### src/rtl/game2_pkg.sv
// Shared direction and repeat-FSM encodings for the game2 input path.
// Pure declarations: no logic, no latency, no flow control.
package game2_pkg;

    localparam logic DIR_LEFT  = 1'b0;
    localparam logic DIR_RIGHT = 1'b1;

    typedef enum logic [1:0] {
        RPT_IDLE   = 2'd0,
        RPT_HOLD   = 2'd1,
        RPT_REPEAT = 2'd2
    } rpt_state_e;

endpackage

### src/rtl/move_cmd_fifo.sv
// Synchronous 1-bit FIFO; push visible at the head one cycle later, pop acts on the head.
// Push when full is dropped unless a pop happens the same cycle; pop when empty is ignored.
module move_cmd_fifo #(
    parameter int DEPTH = 4
) (
    input  logic                     clk,
    input  logic                     rst,
    input  logic                     push_vld,
    input  logic                     push_dat,
    input  logic                     pop_vld,
    output logic                     head_dat,
    output logic [$clog2(DEPTH):0]   count,
    output logic                     full,
    output logic                     empty
);

    localparam int AW = $clog2(DEPTH);
    localparam int CW = AW + 1;

    logic [AW-1:0] wr_ptr_q, wr_ptr_d;
    logic [AW-1:0] rd_ptr_q, rd_ptr_d;
    logic [CW-1:0] count_q, count_d;
    logic          mem_q [DEPTH];
    logic          mem_d [DEPTH];
    logic          push_ok;
    logic          pop_ok;

    assign full     = (count_q == CW'(DEPTH));
    assign empty    = (count_q == '0);
    assign count    = count_q;
    assign head_dat = mem_q[rd_ptr_q];

    always_comb begin
        pop_ok   = pop_vld & ~empty;
        // a pop frees the slot the simultaneous push needs when full
        push_ok  = push_vld & (~full | pop_ok);
        wr_ptr_d = wr_ptr_q;
        rd_ptr_d = rd_ptr_q;
        count_d  = count_q + CW'(push_ok) - CW'(pop_ok);
        mem_d    = mem_q;
        if (push_ok) begin
            mem_d[wr_ptr_q] = push_dat;
            wr_ptr_d        = wr_ptr_q + AW'(1);
        end
        if (pop_ok) begin
            rd_ptr_d = rd_ptr_q + AW'(1);
        end
    end

    always_ff @(posedge clk) begin
        if (rst) begin
            wr_ptr_q <= '0;
            rd_ptr_q <= '0;
            count_q  <= '0;
            mem_q    <= '{default: 1'b0};
        end else begin
            wr_ptr_q <= wr_ptr_d;
            rd_ptr_q <= rd_ptr_d;
            count_q  <= count_d;
            mem_q    <= mem_d;
        end
    end

endmodule

### src/rtl/move_cmd_scheduler.sv
// Turns left/right pulses (and, with MOVE_CMD_AUTO_REPEAT_EN, held buttons) into queued move
// commands; command visible on cmd_valid the cycle after its event, overflow sticks when full.
module move_cmd_scheduler
    import game2_pkg::*;
#(
    parameter int HOLD_DELAY    = 12_500_000,
    parameter int REPEAT_PERIOD = 2_500_000,
    parameter int CNT_W         = 24,
    parameter int FIFO_DEPTH    = 4
) (
    input  logic                          system_clk,
    input  logic                          rst,
    input  logic                          left,
    input  logic                          right,
    input  logic                          lbt,
    input  logic                          rbt,
    input  logic                          cmd_ready,
    output logic                          cmd_valid,
    output logic                          cmd_dir,
    output logic [$clog2(FIFO_DEPTH):0]   fifo_count,
    output logic                          overflow
);

    logic left_prev_q,   left_prev_d;
    logic right_prev_q,  right_prev_d;
    logic pending_q,     pending_d;
    logic pending_dir_q, pending_dir_d;
    logic defer_l_q,     defer_l_d;
    logic defer_r_q,     defer_r_d;
    logic last_grant_q,  last_grant_d;
    logic overflow_q,    overflow_d;

    logic ev_l, ev_r;
    logic edge_push, edge_dir;
    logic push_vld, push_dat;
    logic pop_vld;
    logic fifo_full, fifo_empty, head_dat;

    always_comb begin
        left_prev_d   = left;
        right_prev_d  = right;
        ev_l          = (left & ~left_prev_q) | defer_l_q;
        ev_r          = (right & ~right_prev_q) | defer_r_q;
        pending_d     = 1'b0;
        pending_dir_d = pending_dir_q;
        defer_l_d     = 1'b0;
        defer_r_d     = 1'b0;
        last_grant_d  = last_grant_q;
        edge_push     = 1'b0;
        edge_dir      = DIR_LEFT;
        if (pending_q) begin
            // the loser of the last tie goes first; fresh edges wait one cycle
            edge_push = 1'b1;
            edge_dir  = pending_dir_q;
            defer_l_d = ev_l;
            defer_r_d = ev_r;
        end else if (ev_l && ev_r) begin
            edge_push     = 1'b1;
            edge_dir      = ~last_grant_q;
            last_grant_d  = ~last_grant_q;
            pending_d     = 1'b1;
            pending_dir_d = last_grant_q;
        end else if (ev_l) begin
            edge_push    = 1'b1;
            edge_dir     = DIR_LEFT;
            last_grant_d = DIR_LEFT;
        end else if (ev_r) begin
            edge_push    = 1'b1;
            edge_dir     = DIR_RIGHT;
            last_grant_d = DIR_RIGHT;
        end
    end

`ifdef MOVE_CMD_AUTO_REPEAT_EN
    rpt_state_e       state_q, state_d;
    logic             held_dir_q, held_dir_d;
    logic [CNT_W-1:0] timer_q, timer_d;
    logic             held_lvl;
    logic             rpt_push;

    always_comb begin
        state_d    = state_q;
        held_dir_d = held_dir_q;
        timer_d    = timer_q;
        rpt_push   = 1'b0;
        held_lvl   = (held_dir_q == DIR_RIGHT) ? rbt : lbt;
        if (edge_push) begin
            state_d    = RPT_HOLD;
            held_dir_d = edge_dir;
            timer_d    = '0;
        end else if (state_q != RPT_IDLE) begin
            if (!held_lvl) begin
                state_d = RPT_IDLE;
                timer_d = '0;
            end else if (state_q == RPT_HOLD && timer_q == CNT_W'(HOLD_DELAY - 1)) begin
                rpt_push = 1'b1;
                state_d  = RPT_REPEAT;
                timer_d  = '0;
            end else if (state_q == RPT_REPEAT && timer_q == CNT_W'(REPEAT_PERIOD - 1)) begin
                rpt_push = 1'b1;
                timer_d  = '0;
            end else begin
                timer_d = timer_q + CNT_W'(1);
            end
        end
    end

    always_ff @(posedge system_clk) begin
        if (rst) begin
            state_q    <= RPT_IDLE;
            held_dir_q <= DIR_LEFT;
            timer_q    <= '0;
        end else begin
            state_q    <= state_d;
            held_dir_q <= held_dir_d;
            timer_q    <= timer_d;
        end
    end

    assign push_vld = edge_push | rpt_push;
    assign push_dat = edge_push ? edge_dir : held_dir_q;
`else
    logic [CNT_W-1:0] unused_cfg;
    assign unused_cfg = CNT_W'(HOLD_DELAY) ^ CNT_W'(REPEAT_PERIOD) ^ CNT_W'({lbt, rbt});

    assign push_vld = edge_push;
    assign push_dat = edge_dir;
`endif

    assign pop_vld = cmd_ready & ~fifo_empty;

    always_comb begin
        overflow_d = overflow_q | (push_vld & fifo_full & ~pop_vld);
    end

    always_ff @(posedge system_clk) begin
        if (rst) begin
            left_prev_q   <= 1'b0;
            right_prev_q  <= 1'b0;
            pending_q     <= 1'b0;
            pending_dir_q <= DIR_LEFT;
            defer_l_q     <= 1'b0;
            defer_r_q     <= 1'b0;
            last_grant_q  <= DIR_RIGHT;
            overflow_q    <= 1'b0;
        end else begin
            left_prev_q   <= left_prev_d;
            right_prev_q  <= right_prev_d;
            pending_q     <= pending_d;
            pending_dir_q <= pending_dir_d;
            defer_l_q     <= defer_l_d;
            defer_r_q     <= defer_r_d;
            last_grant_q  <= last_grant_d;
            overflow_q    <= overflow_d;
        end
    end

    move_cmd_fifo #(
        .DEPTH (FIFO_DEPTH)
    ) u_fifo (
        .clk      (system_clk),
        .rst      (rst),
        .push_vld (push_vld),
        .push_dat (push_dat),
        .pop_vld  (pop_vld),
        .head_dat (head_dat),
        .count    (fifo_count),
        .full     (fifo_full),
        .empty    (fifo_empty)
    );

    assign cmd_valid = ~fifo_empty;
    assign cmd_dir   = head_dat;
    assign overflow  = overflow_q;

endmodule

### config.mk
export PLATFORM = sky130hd
export DESIGN_NAME = move_cmd_scheduler
export DESIGN_NICKNAME = d
export VERILOG_FILES = /design/src/rtl/game2_pkg.sv /design/src/rtl/move_cmd_fifo.sv /design/src/rtl/move_cmd_scheduler.sv
export SDC_FILE = /design/constraint.sdc
export NUM_CORES = 1
export LEC_CHECK = 0
export ABC_AREA = 1
export ABC_CLOCK_PERIOD_IN_PS = 1600
export CELL_PAD_IN_SITES_DETAIL_PLACEMENT = 1
export CELL_PAD_IN_SITES_GLOBAL_PLACEMENT = 1
export CORE_MARGIN = 2
export CORE_UTILIZATION = 34
export CTS_CLUSTER_DIAMETER = 30
export DETAILED_ROUTE_END_ITERATION = 7
export GPL_TIMING_DRIVEN = 0
export HOLD_SLACK_MARGIN = 0.03
export PLACE_DENSITY = 0.68
export SLEW_MARGIN = 10
export SYNTH_ARGS = -nofsm -noshare
export SYNTH_HDL_FRONTEND = slang
export SYNTH_SLANG_ARGS = --single-unit
export TNS_END_PERCENT = 100
### constraint.sdc
create_clock -name system_clk -period 1.6 [get_ports system_clk]
set_input_delay 0.32 -clock system_clk [delete_from_list [all_inputs] [get_ports system_clk]]
set_output_delay 0.32 -clock system_clk [all_outputs]
set_load 0.01 [all_outputs]
After elaboration in Yosys (flattened, before gate mapping) --
Index checks and enable logic that the tools add are counted.
Cells by class: add/sub/neg operators 4, order comparisons 3, eq/ne operators 1, multiplexer cells 17, bitwise gates (word level) 20, reduce and logical (&&, ||, !) cells 8
Operators by type and width (number):
- 2-to-1 mux 1 bit | 14
- bitwise AND 1 bit | 7
- NOT 1 bit | 7
- >= comparator 3 bit, second input constant | 2
- NOT 2 -> 3 bit | 2
- adder 2 x 1 -> 2 bit, second input constant | 2
- bitwise mux 4 bit | 1
- bitwise OR 1 bit | 4
- AND reduction 2 bit | 2
- OR reduction 2 bit | 2
- adder 3 x 1 -> 3 bit | 1
- == test 3 bit, second input constant | 1
- zero test 3 bit | 1
- < comparator 3 x 1 -> 1 bit, second input constant | 1
- nonzero test 3 bit | 1
- subtractor 3 x 1 -> 3 bit | 1
- binary-select mux 1 bit (select 2 bit) | 1
- demux 1 bit (select 2 bit) | 1
- logical AND 1 bit | 2
Storage, ports and cells: register bits after elaboration 19, bits of input ports 7, logic and storage cells 68

Depth between registers and ports, before layout --
word-level depth 10, mapped depth 11

By module --
From an unflattened synthesis, not the netlist that was laid out.
Unflattened totals: cells, all modules 135, area, all modules 1008.5 µm²
Modules (own cells, without submodules):
- move_cmd_fifo | instances 1, cells an instance 92, area an instance 661.9 µm², sequential area each 220.2 µm²
- move_cmd_scheduler | instances 1, cells an instance 43, area an instance 346.6 µm², sequential area each 160.2 µm²

Worst setup path after synthesis --
OpenSTA, ideal clock, no wires.
path kind flip-flop to flip-flop, from register u_fifo.count_q[0] (netlist: u_fifo.count[0]), to register u_fifo.count_q[2] (netlist: u_fifo.count[2]), setup time 0.070 ns, arrival 1.617 ns, required time 1.530 ns, path slack -0.087 ns, cell stages (with the launch flop) 10, path buffers 0, period minus slack after synthesis 1.687 ns, path through dfxtp_1 > nor2_2 > nand3_1 > nand2_2 > inv_2 > ha_1 > fa_1 > inv_1 > o21ai_0 > a21oi_1
On the way: cells in the longest elaborated chain, start to end 8
Ends and longest elaborated chain:
- start, declared | line move_cmd_fifo.sv:22 | logic [CW-1:0] count_q, count_d;
- start signal, assigned | line move_cmd_fifo.sv:59 | count_q <= count_d;
- zero test 3 bit | line move_cmd_fifo.sv:29 | assign empty = (count_q == '0);
- NOT 1 bit | line move_cmd_fifo.sv:34, move_cmd_scheduler.sv:130
- bitwise AND 1 bit | line move_cmd_scheduler.sv:130 | assign pop_vld = cmd_ready & ~fifo_empty;
- bitwise AND 1 bit | line move_cmd_fifo.sv:34 | pop_ok = pop_vld & ~empty;
- bitwise OR 1 bit (*) | line move_cmd_fifo.sv:36 | push_ok = push_vld & (~full | pop_ok);
- bitwise AND 1 bit (*) | line move_cmd_fifo.sv:36
- net u_fifo.push_ok | line move_cmd_fifo.sv:25 | logic push_ok;
- adder 3 x 1 -> 3 bit (*) | line move_cmd_fifo.sv:39 | count_d = count_q + CW'(push_ok) - CW'(pop_ok);
- subtractor 3 x 1 -> 3 bit (*) | line move_cmd_fifo.sv:39
Mark *: on every way through the listed nets, which the timed path passes. The rest lies on a longest branch. A chain may end at the register's enable or synchronous reset.

Worst setup path after layout --
from register u_fifo.count_q[0] (netlist: u_fifo.count[0]), to register u_fifo.count_q[1] (netlist: u_fifo.count[1])
On the way: cells in the longest elaborated chain, start to end 8
Ends and longest elaborated chain (line):
- zero test 3 bit | move_cmd_fifo.sv:29
- NOT 1 bit | move_cmd_fifo.sv:34, move_cmd_scheduler.sv:130
- bitwise AND 1 bit | move_cmd_scheduler.sv:130
- bitwise AND 1 bit | move_cmd_fifo.sv:34
- bitwise OR 1 bit (*) | move_cmd_fifo.sv:36
- bitwise AND 1 bit (*) | move_cmd_fifo.sv:36
- net u_fifo.push_ok | move_cmd_fifo.sv:25
- adder 3 x 1 -> 3 bit (*) | move_cmd_fifo.sv:39
- subtractor 3 x 1 -> 3 bit (*) | move_cmd_fifo.sv:39
- net u_fifo.count_d[1] | move_cmd_fifo.sv:22
Marked as above.

==> metrics.cfg <==
[outcome]
status=finished, violations left
violations=setup timing

[sta]
setup-tns-final_ns=-0.0134
hold_viol=0
relSlewSlack_pct=81.9
layout_min_cycle_time_ns=1.61
fin_ws_ns=-0.0134
rsz0062_at_grt=yes
min_period_over_period_pct=101
finalSetupViolations=1
slew_viol_final=0
skew_ns=0.00884
fmax_mhz=620
tightest_slew_ns=0.270

[power]
cellPowerDensity_nw_per_um2=1340
peakVddDrop_uv=916
p_total_mw=1.67
p_leak_nw=0.608

[global_routing]
grt_max_degree=11
antenna_found_initial=0
overflow=0
grt_usage_pct=16.6
grt_pass1_wl_mm=4.05
grt_pass1_vias=896

[routing]
ant_nets=0
via_count=813
first_iter_violations=12
vias_per_cell=4.57
wire_per_inst_um=12.6
first_pass_iters=4
route.detailed.drc=0
routed_wl_mm=2.24

[yosys]
syn-num-nets=133
ys_warn_count=0
async_flop_share_pct=0
netlist_instances=120
yosysSeqAreaShare_pct=41.5
netlist_area_um2=916
ys.flop_type=dfxtp_1
synth-edff-count=0
synth-seq-cells=19
synth.avg_cell_area_um2=7.63
synth_cell_types=22

[clocking]
cts_buffers=3
clk_pin_slew_ns=0.12
cts_sinks=19
worstSkewPairLatency_ns=0.30
clk_path_buf_depth=2
postCtsHoldBufs=0
htreeDepth=1
cts_tree=yes
cts_root_buffer=clkbuf_4

[final_layout]
drive_gt1_share_pct=33.1
final-seq-area_um2=397
fin_util_pct=49.5
area_delta_synth_final_pct=36.2
antenna_cells_inserted=0
fin_cells=178
fill_cells=323
multi_input_area_um2=489
fin_nets=162

[critical_path]
path_max_fanout=3
cp.required_ns=1.84
reg2reg_slack_ns=-0.01
cp.arrival_ns=1.86
cp-start-kind=register
path_class=register to register
endpoint_kind=register

[die]
dieHeight_um=55.9
rows=18
initial_utilization_pct=36.3
die_x_um=55.9
core_um2=2520
io_pins=13
die-area_um2=3120

[placed_design]
dp_slack_ns=-0.703
gp_congestion=0.644
placed_cells=159
portBuffers=9
dp_hpwl_mm=1.45

[run]
cap_violations=0

[worst_hold_path]
hold_class=input pin to register

[cell usage after synthesis, types with 2 or more instances]
cell	count	area, um^2
dfxtp_1	19	380
o21ai_0	4	20.0
nand3_1	5	25.0
inv_2	3	11.3
ha_1	5	62.6
o21ai_1	4	20.0
nor2_2	2	12.5
nor3_1	2	10.0
inv_1	21	78.8
a21oi_1	8	40.0
nand2_1	17	63.8
nor2_1	18	67.6
buf_2	2	10.0
o211ai_1	2	15.0
[layout by cell type, fill, tap and decap left out, types with 2 or more instances in the layout]
| cell | synthesis | layout |
|---|---|---|
| nor2_1 | 18 | 18 |
| buf_2 | 2 | 3 |
| a21oi_2 | 1 | 2 |
| nor2_4 | 1 | 2 |
| buf_4 | 0 | 15 |
| dfxtp_1 | 19 | 14 |
| inv_2 | 3 | 6 |
| o21ai_1 | 4 | 5 |
| dfxtp_4 | 0 | 4 |
| clkbuf_4 | 0 | 3 |
| ha_1 | 5 | 4 |
| o21ai_2 | 0 | 2 |
| a21oi_1 | 8 | 7 |
| clkdlybuf4s50_1 | 0 | 3 |
| nand2_2 | 1 | 2 |
| dlygate4sd2_1 | 0 | 4 |
| nand3_1 | 5 | 4 |
| nand2_1 | 17 | 15 |
| nand3_4 | 1 | 2 |
| nor3_1 | 2 | 2 |
| o211ai_1 | 2 | 2 |
| inv_1 | 21 | 17 |
[stage by stage]
stage | instance area, um^2 | hold slack, ns
floorplan | 926 | 0.426
global placement | 1050 | 0.439
detailed placement | 1050 | 0.447
CTS | 1220 | 0.292
global route | 1250 | 0.319
finish | 1250 | 0.299
[cell families (layout without fill, tap and decap cells)]
kind of cell / after synthesis / after routing / share of synthesized area, %
compound gates: 20 / 20 / 13.1
xor+xnor: 1 / 1 / 0.956
fa+ha+maj: 6 / 6 / 9.02
buf+inv: 26 / 54 / 10.9
flops: 19 / 19 / 41.5
simple gates: 48 / 48 / 24.5
[report_power, final]
| group | internal (mW) | switching, mW |
|---|---|---|
| Sequential | 0.570 | 0.0736 |
| Combinational | 0.378 | 0.398 |
| Clock | 0.0970 | 0.155 |
[worst max-delay path: stages, from the launching register on]
cell     delay [ns]
dfxtp_4        0.38
nor2_4         0.16
nand3_4        0.11
nand2_4        0.09
inv_4          0.04
ha_4           0.15
fa_2           0.53
inv_2          0.04
nor2_1         0.06
[registers in the layout, indices dropped and copies added, names as in the netlist, 2 cells and up]
register and count:
u_fifo.wr_ptr_q 2, u_fifo.rd_ptr_q 2, u_fifo.mem_q 4, u_fifo.count 3
[per-layer routing]
| layer | GRT usage, % | up-vias | wire, um |
|---|---|---|---|
| met3 | 2.79 | 2 | 59 |
| met2 | 30.1 | 11 | 1170 |
| met4 | 5.10 | 0 | 21 |
| met1 | 20.1 | 375 | 990 |
| li1 | - | 425 | - |
| met5 | 0 | - | 0 |
[worst paths after layout]
kind / end / start / depth (start not counted)
setup / recovery: u_fifo.count[1] / u_fifo.count[0] / 8
hold / removal: u_fifo.count[1] / rst / 2
setup reg to reg: u_fifo.count[1] / u_fifo.count[0] / 8
hold reg to reg: pending_dir_q / last_grant_q / 2
[layout make-up]
| cell class | instances | share of cell area (%) |
|---|---|---|
| repair buffers | 24 | 15.6 |
| well taps | 30 | 3.01 |
| inverters | 24 | 7.42 |
| multi-input cells | 75 | 39.2 |
| clock buffers | 4 | 2.11 |
| flip-flops and latches | 19 | 31.8 |
| plain buffers | 2 | 0.802 |
[repair_timing]
| action | 4_1_cts | 5_1_grt |
|---|---|---|
| setup buffers | 13 | 2 |
| pin swaps | 9 | 7 |
| gates resized for setup | 25 | 9 |
| endpoints found under the setup margin | 4 | 6 |
No activity file was read; power rests on OpenSTA's default activity.
==> RTL edit 1: new RTL, same flow settings <==
Change the parameter `FIFO_DEPTH` from 4 to 8.
--- a/src/rtl/move_cmd_scheduler.sv
+++ b/src/rtl/move_cmd_scheduler.sv
@@ -8,3 +8,3 @@
     parameter int CNT_W         = 24,
-    parameter int FIFO_DEPTH    = 4
+    parameter int FIFO_DEPTH    = 8
 ) (
Interface: changed (resized fifo_count); port bits go from 13 to 14. The function was not compared with the original's and may differ.
==> RTL edit 1 against the original RTL <==
- the flow still finishes with violations (setup timing)
- total power up 61%
- final area grew 44%
- area after synthesis up 55%
- sequential cell count increased by 7
- critical path depth up 3
- setup slack lost 0.25 ns
- non-clock buffer count decreased by 6
- clock power grew 75%
- routed wire length is 48% higher
- combinational power rose by 74%
- critical endpoint unchanged
==> RTL edit 1: results (changes against the original RTL) <==
dpl cell area=1640 um^2 (+56%); final non-filler cell total=259 (+46%); placed cells=248 (+56%); setup violators final=3 (+2); Placer Congestion=0.758 (+18%); most frequent cells after synthesis=36 x nor2_1, 29 x nand2_1, 26 x dfxtp_1, 26 x inv_1, 12 x o21ai_0; later-pin clock latency in the skew report=0.27 ns (-0.03 ns); max FFs per register=8 (+4); register area share after synthesis=36.6% (-5.0 points); layout cells sized above 1=31.1% (-2.0 points); largest net degree at the start of global routing=15 (+4); main area contributors after synthesis=dfxtp_1 37%, nor2_1 9.5%, nand2_1 7.6%, ha_1 7.0%, inv_1 6.9%; Wirelength per Cell=12.8 um (+1.6%); Clock transition at path regs=0.09 ns (-0.03 ns); Setup TNS Final=-0.743 ns (-0.730 ns); Yosys cell types=28 (+27%); vias in the first global route=1253 (+40%); Setup WS post-layout=-0.266 ns (-0.252 ns); internal power=1.64 mW (+57%); Tot GR Track Use=16.0% (-0.59 points); Mapped Nets=204 (+53%); clk_skew=0.00157 ns (-0.00727 ns); failing checks=setup timing; initial drt markers=32 (+20); status=complete, but fails checks; reg2reg path depth=11 (+3); DP Worst Slack=-0.554 ns (+0.149 ns)
RTL edit 1: cell types whose count changed in the layout (fill, tap and decap cells not counted), moves of 3 or more:
cell	before	now
inv_2	6	11
clkdlybuf4s50_1	3	7
nand2_1	15	29
buf_4	15	7
nand3_2	0	8
o21ai_0	1	7
nor2_1	18	36
clkbuf_4	3	0
dlygate4sd2_1	4	1
ha_4	1	4
clkbuf_8	0	4
dfxtp_1	14	20
dfxtp_2	1	4
RTL edit 1: layout make-up:
class | instances | area [um^2]
fill | 512 | 2230
multi-input combinational | 127 | 848
sequential | 26 | 533
timing repair buffer | 17 | 149
inverter | 32 | 128
tap | 50 | 62.6
clock buffer | 4 | 55.1
buffer | 3 | 21.3
RTL edit 1: routing by layer:
layer  vias up  global-route usage (%)  wire (um)
li1        629                       -          -
met1       582                    20.0       1530
met2         8                    28.2       1680
met3         4                    2.92         64
met4         0                    4.41         30
met5         -                       0          0
RTL edit 1: final timing paths:
| path | startpoint | end | slack, ns |
|---|---|---|---|
| min | rst | u_fifo.count[1] | 0.34 |
| max reg2reg | u_fifo.count[2] | u_fifo.count[1] | -0.27 |
| max | u_fifo.count[2] | u_fifo.count[1] | -0.27 |
| min reg2reg | last_grant_q | pending_dir_q | 0.48 |
RTL edit 1: timing repair:
item	4_1_cts	5_1_grt
setup buffers	3	4
resized for setup	16	9
hold endpoints to repair	0	0
endpoints found under the setup margin	7	6
pin swaps	4	4
RTL edit 1: kinds of logic (layout without fill, tap and decap cells):
group                    after synthesis  after routing  synth area share [%]
AO/OA/AOI/OAI                         27             27                  11.2
adder cells (fa/ha/maj)                9              9                  8.44
buffers and inverters                 35             56                  9.93
XOR/XNOR                               1              1                 0.615
AND/OR/NAND/NOR                       90             90                  33.3
flip-flops                            26             26                  36.6
==> RTL edit 2: new RTL, same settings <==
Made on the original files. Put a register stage on the output `fifo_count`, with the module's reset. The value now appears one clock later. The other outputs are not delayed to match.
--- a/src/rtl/move_cmd_scheduler.sv
+++ b/src/rtl/move_cmd_scheduler.sv
@@ -22,2 +22,4 @@
 );
+
+    logic [$clog2(FIFO_DEPTH):0] fifo_count_d;
 
@@ -166,3 +168,3 @@
         .head_dat (head_dat),
-        .count    (fifo_count),
+        .count    (fifo_count_d),
         .full     (fifo_full),
@@ -175,2 +177,10 @@
 
+    always_ff @(posedge system_clk) begin
+        if (rst) begin
+            fifo_count <= '0;
+        end else begin
+            fifo_count <= fifo_count_d;
+        end
+    end
+
 endmodule
Behaviour: not the same (a bounded check fails within 4 cycles, from zero or initial values and one cycle with rst high).
==> RTL edit 2 against the original RTL <==
- the flow still finishes with violations (setup timing)
- sequential cell count grew 3
- die area grew 9.6%
- count of clock-buffer cells in the layout shrank 1
- area after synthesis grew 10%
- non-clock buffer count grew 1
- core utilization shrank 0.24 points
- setup slack lost 0.076 ns
- final area grew 9.7%
- total power grew 7.3%
- routed wire length grew 6.7%
- synthesized cell count grew 5.8%
- critical path type unchanged
==> RTL edit 2: results (changes against the original RTL) <==
port bufs=10 (+1); placed cells=168 (+5.7%); Sw Ratio=36.4% (-1.1 points); fin area=1370 um^2 (+9.7%); post-synthesis compound-gate area fraction=11.4% (-1.7 points); Synth top area share=43.6% (+2.0 points); layout cells sized above 1=34.2% (+1.1 points); Setup TNS Final=-0.111 ns (-0.0978 ns); HPWL after DPL=1.64 mm (+13%); status=complete, but fails checks; reg2reg path depth=9 (+1); clk_skew=0.00561 ns (-0.00323 ns); Hold Path Depth=3 (+1); Worst-Margin Slew=0.425 ns (+0.155 ns); num sequential=22 (+3); Non-clock buffer share=16.5% (+0.096 points); Worst Hold End=right_prev_q; CP max FO=4 (+1); vias per std cell=4.80 (+5.0%); setup violators final=2 (+1); Synth Area per Inst=7.96 um^2 (+4.3%); Setup WS post-layout=-0.0896 ns (-0.0762 ns); multi-input logic cell count=80 (+6.7%); Post-Synth Adder-Cell Area=8.17% (-0.85 points); nonclk buf count=27 (+3.8%); combinational gate power=0.819 mW (+5.5%); Tot GR Track Use=16.1% (-0.51 points); failing checks=setup timing; Vias=892 (+9.7%)
[RTL edit 2: changes by cell type in the layout (fill, tap and decap cells not counted), moves of 2 or more]
cell,change
clkdlybuf4s50_1,+2
nor2_1,+3
buf_4,-2
a21oi_2,-2
dfxtp_4,-3
o21ai_1,-2
dfxtp_2,+3
buf_2,-2
inv_1,-2
o21ai_2,+2
dfxtp_1,+3
[RTL edit 2: metal layers]
layer	GRT usage (%)	wire length (um)
met1	17.2	960
met5	0	0
met4	6.31	49
met2	31.0	1320
met3	2.86	50
[RTL edit 2: timing repair]
action                     in CTS  in global routing
cloned                          0                  0
hold buffers                    0                  0
setup endpoints to repair       4                  5
pin swaps                       5                  4
buffers inserted               10                  6
gates resized for setup        15                 14
hold endpoints to repair        0                  0
